--- config.mk ---
export PLATFORM = sky130hd
export DESIGN_NAME = rf_xfer_ctrl_flat
export DESIGN_NICKNAME = d
export VERILOG_FILES = /design/src/rtl/rf_xfer_ctrl_pkg.sv /design/src/rtl/rf_xfer_ctrl_if.sv /design/src/rtl/rf_xfer_ctrl.sv /design/src/flat_wrapper.sv
export SDC_FILE = /design/constraint.sdc
export NUM_CORES = 1
export LEC_CHECK = 0
export CAP_MARGIN = 15
export CORE_MARGIN = 4
export CORE_UTILIZATION = 43
export DETAILED_ROUTE_END_ITERATION = 12
export PLACE_DENSITY = 0.78
export SYNTH_ARGS = -nofsm -noshare
export SYNTH_HDL_FRONTEND = slang
export SYNTH_SLANG_ARGS = --single-unit
--- constraint.sdc ---
create_clock -name clk_i -period 1.6 [get_ports clk_i]
set_clock_uncertainty 0.05 [all_clocks]
set_input_delay 0.4 -clock clk_i [delete_from_list [all_inputs] [get_ports clk_i]]
set_output_delay 0.4 -clock clk_i [all_outputs]
set_load 0.005 [all_outputs]
--- src/rtl/rf_xfer_ctrl_pkg.sv ---
// Shared CPU definitions for the register-transfer sequencer: register ids, transfer
// opcodes, flag bit positions and the opcode decoder.
package rf_xfer_ctrl_pkg;

  localparam int BYTE   = 8;
  localparam int FLAG_N = 7;
  localparam int FLAG_Z = 1;

  typedef enum logic [2:0] {
    REG_A  = 3'd0,
    REG_X  = 3'd1,
    REG_Y  = 3'd2,
    REG_SP = 3'd3,
    REG_P  = 3'd4
  } reg_id_t;

  typedef enum logic [2:0] {
    OP_TAX  = 3'd0,
    OP_TAY  = 3'd1,
    OP_TXA  = 3'd2,
    OP_TYA  = 3'd3,
    OP_TSX  = 3'd4,
    OP_TXS  = 3'd5,
    OP_ILL6 = 3'd6,
    OP_ILL7 = 3'd7
  } xfer_op_t;

  typedef struct packed {
    reg_id_t src;
    reg_id_t dst;
    logic    upd_flags;
    logic    illegal;
  } xfer_dec_t;

  function automatic xfer_dec_t xfer_decode(input xfer_op_t op);
    xfer_dec_t d;
    d.src       = REG_A;
    d.dst       = REG_A;
    d.upd_flags = 1'b1;
    d.illegal   = 1'b0;
    case (op)
      OP_TAX: begin d.src = REG_A;  d.dst = REG_X;  end
      OP_TAY: begin d.src = REG_A;  d.dst = REG_Y;  end
      OP_TXA: begin d.src = REG_X;  d.dst = REG_A;  end
      OP_TYA: begin d.src = REG_Y;  d.dst = REG_A;  end
      OP_TSX: begin d.src = REG_SP; d.dst = REG_X;  end
      // Loading the stack pointer is not an arithmetic result, so P stays as is.
      OP_TXS: begin d.src = REG_X;  d.dst = REG_SP; d.upd_flags = 1'b0; end
      default: begin
        d.upd_flags = 1'b0;
        d.illegal   = 1'b1;
      end
    endcase
    return d;
  endfunction

endpackage

--- src/rtl/rf_xfer_ctrl_if.sv ---
// Request and register-file port bundle of the transfer sequencer.
// slave is the sequencer's view; master is the decoder plus register file side.
interface rf_xfer_ctrl_if #(
  parameter int DATA_W = 16
) ();
  import rf_xfer_ctrl_pkg::*;

  logic              req_valid_i;
  xfer_op_t          req_op_i;
  logic              req_ready_o;
  logic              busy_o;
  logic              done_o;
  logic              err_o;
  reg_id_t           rf_addr_o;
  logic              rf_we_o;
  logic [DATA_W-1:0] rf_wdata_o;
  logic [DATA_W-1:0] rf_rdata_i;

  modport slave (
    input  req_valid_i, req_op_i, rf_rdata_i,
    output req_ready_o, busy_o, done_o, err_o, rf_addr_o, rf_we_o, rf_wdata_o
  );

  modport master (
    output req_valid_i, req_op_i, rf_rdata_i,
    input  req_ready_o, busy_o, done_o, err_o, rf_addr_o, rf_we_o, rf_wdata_o
  );

endinterface

--- src/rtl/rf_xfer_ctrl.sv ---
// Sequencer for the 6502 implied-mode register transfers: read source, write
// destination, then read-modify-write N/Z in P, all through the single RF port.
module rf_xfer_ctrl
  import rf_xfer_ctrl_pkg::*;
#(
  parameter int DATA_W = 16,
  parameter int REG_W  = 8
) (
  input  logic          clk_i,
  input  logic          rstn_i,
  rf_xfer_ctrl_if.slave bus
);

  typedef enum logic [2:0] {
    S_IDLE   = 3'd0,
    S_RD_SRC = 3'd1,
    S_WR_DST = 3'd2,
    S_RD_P   = 3'd3,
    S_WR_P   = 3'd4,
    S_DONE   = 3'd5
  } state_t;

  state_t            state_q, state_d;
  xfer_dec_t         dec_q, dec_new;
  logic [REG_W-1:0]  val_q;
  logic [BYTE-1:0]   pval_q;

  logic              ready, busy, done, err, we;
  reg_id_t           addr;
  logic [DATA_W-1:0] wdata;

  // Only the low byte(s) of the read port carry data; the rest is ignored.
  logic unused_rdata;
  assign unused_rdata = ^bus.rf_rdata_i;

  function automatic logic [DATA_W-1:0] zext_reg(input logic [REG_W-1:0] v);
    return DATA_W'(v);
  endfunction

  function automatic logic [BYTE-1:0] p_merge(input logic [BYTE-1:0] p,
                                              input logic [REG_W-1:0] v);
    logic [BYTE-1:0] r;
    r         = p;
    r[FLAG_N] = v[BYTE-1];
    r[FLAG_Z] = (v == '0);
    return r;
  endfunction

  assign dec_new = xfer_decode(bus.req_op_i);

  always_ff @(posedge clk_i or negedge rstn_i) begin
    if (!rstn_i) state_q <= S_IDLE;
    else         state_q <= state_d;
  end

  // Every output is a decode of registered state only.
  always_comb begin
    state_d = state_q;
    ready   = 1'b0;
    busy    = 1'b1;
    done    = 1'b0;
    err     = 1'b0;
    we      = 1'b0;
    addr    = REG_A;
    wdata   = '0;
    unique case (state_q)
      S_IDLE: begin
        ready = 1'b1;
        busy  = 1'b0;
        if (bus.req_valid_i) state_d = dec_new.illegal ? S_DONE : S_RD_SRC;
      end
      S_RD_SRC: begin
        addr    = dec_q.src;
        state_d = S_WR_DST;
      end
      S_WR_DST: begin
        addr    = dec_q.dst;
        we      = 1'b1;
        wdata   = zext_reg(val_q);
        state_d = dec_q.upd_flags ? S_RD_P : S_DONE;
      end
      S_RD_P: begin
        addr    = REG_P;
        state_d = S_WR_P;
      end
      S_WR_P: begin
        addr    = REG_P;
        we      = 1'b1;
        wdata   = DATA_W'(p_merge(pval_q, val_q));
        state_d = S_DONE;
      end
      S_DONE: begin
        done    = 1'b1;
        err     = dec_q.illegal;
        state_d = S_IDLE;
      end
      default: state_d = S_IDLE;
    endcase
  end

  // Datapath captures: op decode at handshake, source and P in their read states.
  always_ff @(posedge clk_i or negedge rstn_i) begin
    if (!rstn_i) begin
      dec_q  <= '0;
      val_q  <= '0;
      pval_q <= '0;
    end else begin
      if (state_q == S_IDLE && bus.req_valid_i) dec_q <= dec_new;
      if (state_q == S_RD_SRC) val_q  <= bus.rf_rdata_i[REG_W-1:0];
      if (state_q == S_RD_P)   pval_q <= bus.rf_rdata_i[BYTE-1:0];
    end
  end

  assign bus.req_ready_o = ready;
  assign bus.busy_o      = busy;
  assign bus.done_o      = done;
  assign bus.err_o       = err;
  assign bus.rf_addr_o   = addr;
  assign bus.rf_we_o     = we;
  assign bus.rf_wdata_o  = wdata;

  a_err_implies_done: assert property (@(posedge clk_i) disable iff (!rstn_i) err |-> done);
  a_done_one_cycle:   assert property (@(posedge clk_i) disable iff (!rstn_i) done |=> !done);
  a_illegal_no_write: assert property (@(posedge clk_i) disable iff (!rstn_i)
                                       (we |-> !dec_q.illegal));

endmodule

--- src/flat_wrapper.sv ---
// flat-port wrapper written by rule: the top's interface ports become plain ports
module rf_xfer_ctrl_flat import rf_xfer_ctrl_pkg::*;
#(
  parameter int DATA_W = 16,
  parameter int REG_W  = 8
)
  (clk_i, rstn_i, bus_req_valid_i, bus_req_op_i, bus_rf_rdata_i, bus_req_ready_o, bus_busy_o, bus_done_o, bus_err_o, bus_rf_addr_o, bus_rf_we_o, bus_rf_wdata_o);
  rf_xfer_ctrl_if #(.DATA_W(DATA_W)) bus_i ();
  input  logic clk_i;
  input  logic rstn_i;
  input wire logic [$bits(bus_i.req_valid_i)-1:0] bus_req_valid_i;
  input wire logic [$bits(bus_i.req_op_i)-1:0] bus_req_op_i;
  input wire logic [$bits(bus_i.rf_rdata_i)-1:0] bus_rf_rdata_i;
  output wire logic [$bits(bus_i.req_ready_o)-1:0] bus_req_ready_o;
  output wire logic [$bits(bus_i.busy_o)-1:0] bus_busy_o;
  output wire logic [$bits(bus_i.done_o)-1:0] bus_done_o;
  output wire logic [$bits(bus_i.err_o)-1:0] bus_err_o;
  output wire logic [$bits(bus_i.rf_addr_o)-1:0] bus_rf_addr_o;
  output wire logic [$bits(bus_i.rf_we_o)-1:0] bus_rf_we_o;
  output wire logic [$bits(bus_i.rf_wdata_o)-1:0] bus_rf_wdata_o;
  assign bus_i.req_valid_i = bus_req_valid_i;
  assign bus_i.req_op_i = bus_req_op_i;
  assign bus_i.rf_rdata_i = bus_rf_rdata_i;
  assign bus_req_ready_o = bus_i.req_ready_o;
  assign bus_busy_o = bus_i.busy_o;
  assign bus_done_o = bus_i.done_o;
  assign bus_err_o = bus_i.err_o;
  assign bus_rf_addr_o = bus_i.rf_addr_o;
  assign bus_rf_we_o = bus_i.rf_we_o;
  assign bus_rf_wdata_o = bus_i.rf_wdata_o;
  rf_xfer_ctrl #(.DATA_W(DATA_W), .REG_W(REG_W)) u_core (.clk_i(clk_i), .rstn_i(rstn_i), .bus(bus_i));
endmodule
==> summary.md <==
| Metric | Value |
|---|---|
| Min setup slack post-route | `-0.410 ns` |
| PwrDens | `between 1500 and 2000 mW/mm^2` |
| Max Fanout on Critical Path | `4` |
| Most used routing layer | `met2` |
| Reg2reg end | `u_core.dec_q[1]$_DFFE_PN0P_` |
| Fin. Hold Viols | `0` |
| Area leader, netlist | `dfrtp_1` |
| Mapped cell area | `around 0.0012 mm^2` |
| Largest net degree at the start of global routing | `24` |
| Met1 track demand over resource | `20.6%` |
| Worst Path Arrival | `1.56 ns` |
| TritonCTS clock tree | `yes` |
| Die Wd | `61.5 um` |
| Most common cell after layout, fill and taps aside | `dfrtp_1` |
| Clock transition at path regs | `~0.12 ns` |
| Pleak | `0.942 nW` |
| Crit path kind | `flip-flop to output port` |
| Synth-to-layout area growth | `62.5%` |
| Met2 GRT Util | `a little under a third` |
| Unrepaired setup endpoints after global routing | `yes` |
| Status | `complete, but fails checks` |
| Htree depth | `1` |
| Post-layout min period | `a little over 2 ns` |
| Average wire per standard cell | `between 15 and 20 um` |
| Die Footprint | `approximately 0.0038 mm^2` |
| First-pass GRT wire length | `about 5000 um` |
| Fin. max-slew vios | `0` |
| Rows | `19` |
| Maximum vdd drop | `~0.0012 V` |
| Cell variety after synth | `30` |
| Dpl cells | `around 190` |
| Congestion Overflow GR | `0` |
| Vias in the first global route | `roughly 1100` |
| Vias per cell | `~5.2` |
| Final RePlAce weighted congestion | `0.821` |
| Setup-failing EPs final | `30` |
| Seq/Total Area, Yosys | `46.8%` |
| Final core utilization | `73.0%` |
| Leading cell types in the layout, fill and taps excluded | `21 x dfrtp_1, 20 x buf_4, 18 x buf_6, 13 x clkdlybuf4s50_1, 13 x buf_2` |
| Vias | `roughly 1100` |
| Crit Reg-Reg Startpoint | `u_core.state_q[1]$_DFFE_PN0P_` |
| Yosys top cell area share | `between 40% and 50%` |
| Die Y | `between 60 and 70 um` |
| Critical path data required time | `around 1.2 ns` |
| 1st-iter DRT viols | `35` |
| Clk_lat worst skew | `around 0.30 ns` |
| F_max | `498 MHz` |
| Port Buffer Count | `29` |
| Top cells by area, synth | `dfrtp_1 47%, mux2_2 14%, a22oi_1 4.9%` |
| Final period utilization | `126%` |
| Router iterations before antenna repair | `4` |
| Num ports | `46` |
| MaxCap Viol Count | `0` |
| ANT nets after route | `0` |
| R2r setup slk | `-0.24 ns` |
| CP startpoint kind | `flip-flop` |
| Core Area | `0.00273 mm^2` |
| Final total power | `between 3 and 4 mW` |
| Fin nets | `approximately 210` |
| Clk root buf | `clkbuf_4` |
| FF+latch count, synth | `23` |
| Synth Instances | `between 100 and 150` |
| Initial antenna violation count | `0` |
| Avg Inst Size Synth | `roughly 10 um^2` |
| Worst r2r path cells | `5` |
| HP Class | `input port to async pin` |
| Fin cells | `approximately 210` |
| # diodes | `0` |
| CTS Buffer Depth | `2` |
| FILL cells | `approximately 180` |
| Met3 Usage GRT | `under 10%` |
| HPWL after DPL | `around 2100 um` |
| CTS Buf Count | `3` |
| Layout cells sized above 1 | `between 50% and 60%` |
| Total track usage | `between 10% and 20%` |
| Setup crit end kind | `output port` |
| DRC | `0` |
| Yosys warning count | `0` |
| Clk sinks | `23` |
| Worst hold margin | `around 0.39 ns` |
| Drt total wl | `around 3400 um` |
| Starting Density | `between 40% and 50%` |
| Failing checks | `negative setup slack` |
## synth_stat cells
| library cell | number |
|---|---|
| nor3_4 | 1 |
| and2_1 | 1 |
| o21ai_0 | 6 |
| a22oi_1 | 8 |
| nor2b_1 | 5 |
| nor2_1 | 11 |
| o31ai_2 | 1 |
| nor3_1 | 3 |
| inv_1 | 2 |
| nand4b_1 | 1 |
| nand2b_1 | 2 |
| and3_1 | 1 |
| nand2_1 | 8 |
| nor4_1 | 1 |
| or3_1 | 1 |
| nor3b_1 | 1 |
| a31oi_1 | 1 |
| a21o_1 | 1 |
| buf_2 | 4 |
| mux2i_1 | 1 |
| a211oi_1 | 1 |
| a21oi_1 | 4 |
| or4b_4 | 1 |
| clkbuf_1 | 2 |
| o21a_1 | 1 |
| dfrtp_1 | 23 |
| buf_4 | 8 |
| conb_1 | 1 |
| buf_6 | 2 |
| mux2_2 | 15 |
## how the worst max path moves through the flow
stage                             startpoint                end  slack [ns]  cells after the start
2_1_floorplan  u_core.state_q[1]$_DFFE_PN0P_  bus_rf_wdata_o[7]        0.06                      5
3_3_place_gp   u_core.state_q[1]$_DFFE_PN0P_  bus_rf_wdata_o[7]       -0.36                      5
3_5_place_dp   u_core.state_q[1]$_DFFE_PN0P_  bus_rf_wdata_o[1]       -0.38                      5
4_1_cts        u_core.state_q[1]$_DFFE_PN0P_  bus_rf_wdata_o[1]       -0.42                      7
5_1_grt        u_core.state_q[1]$_DFFE_PN0P_  bus_rf_wdata_o[1]       -0.52                      7
6_report       u_core.state_q[1]$_DFFE_PN0P_  bus_rf_wdata_o[1]       -0.41                      7
## cell type report
cell class                      count  area, um^2  share of cell area [%]
Clock buffer                        4        26.3                    1.32
Inverter                            2        7.51                   0.376
Multi-Input combinational cell     85         733                    36.7
Sequential cell                    23         578                    28.9
Tap cell                           31        38.8                    1.94
Timing Repair Buffer               68         613                    30.7
## per-stage QoR
step                      setup slack (ns)  cell area [um^2]  TNS (ns)
after floorplan                     0.0628              1250         0
after global placement              -0.361              1650     -5.38
after detailed placement            -0.376              1650     -5.68
after CTS                           -0.417              1840     -5.65
after global routing                -0.520              2000     -8.54
final                               -0.410              2000     -6.60
## sequential cells by signal, summed over array words and instances (netlist names)
register        flops
u_core.val_q        8
u_core.dec_q        6
u_core.state_q      3
u_core.pval_q       6
## metal layers
metal	vias up	routed length, um
met4	0	38
met3	4	242
met2	35	1750
met1	551	1410
met5	-	0
li1	525	-
## cells by family after synthesis
kind of cell | count (synthesis) | synth area share (%)
simple gates | 37 | 16.4
compound gates | 23 | 12.3
flops | 23 | 46.8
buf+inv | 18 | 9.57
mux | 16 | 14.6
other cells | 1 | 0.305
## worst max-delay path, cell delays in order, from the launching register on
cell,delay [ns]
dfrtp_1,0.42
buf_6,0.14
nor2b_4,0.12
buf_6,0.12
buf_6,0.10
nand4b_1,0.10
a21oi_2,0.14
buf_2,0.12
## power breakdown
group | switching [mW] | internal [mW] | leakage (nW)
Combinational | 0.946 | 1.46 | 0.651
Clock | 0.168 | 0.0971 | 0.0150
Sequential | 0.252 | 0.868 | 0.275
## repair_timing
item,in CTS,in global routing
pin swaps,20,14
cloned,2,0
buffers inserted,10,8
setup endpoints to repair,22,30
hold buffers,0,0
gates resized for setup,99,34
No activity file was read; power rests on OpenSTA's default activity.
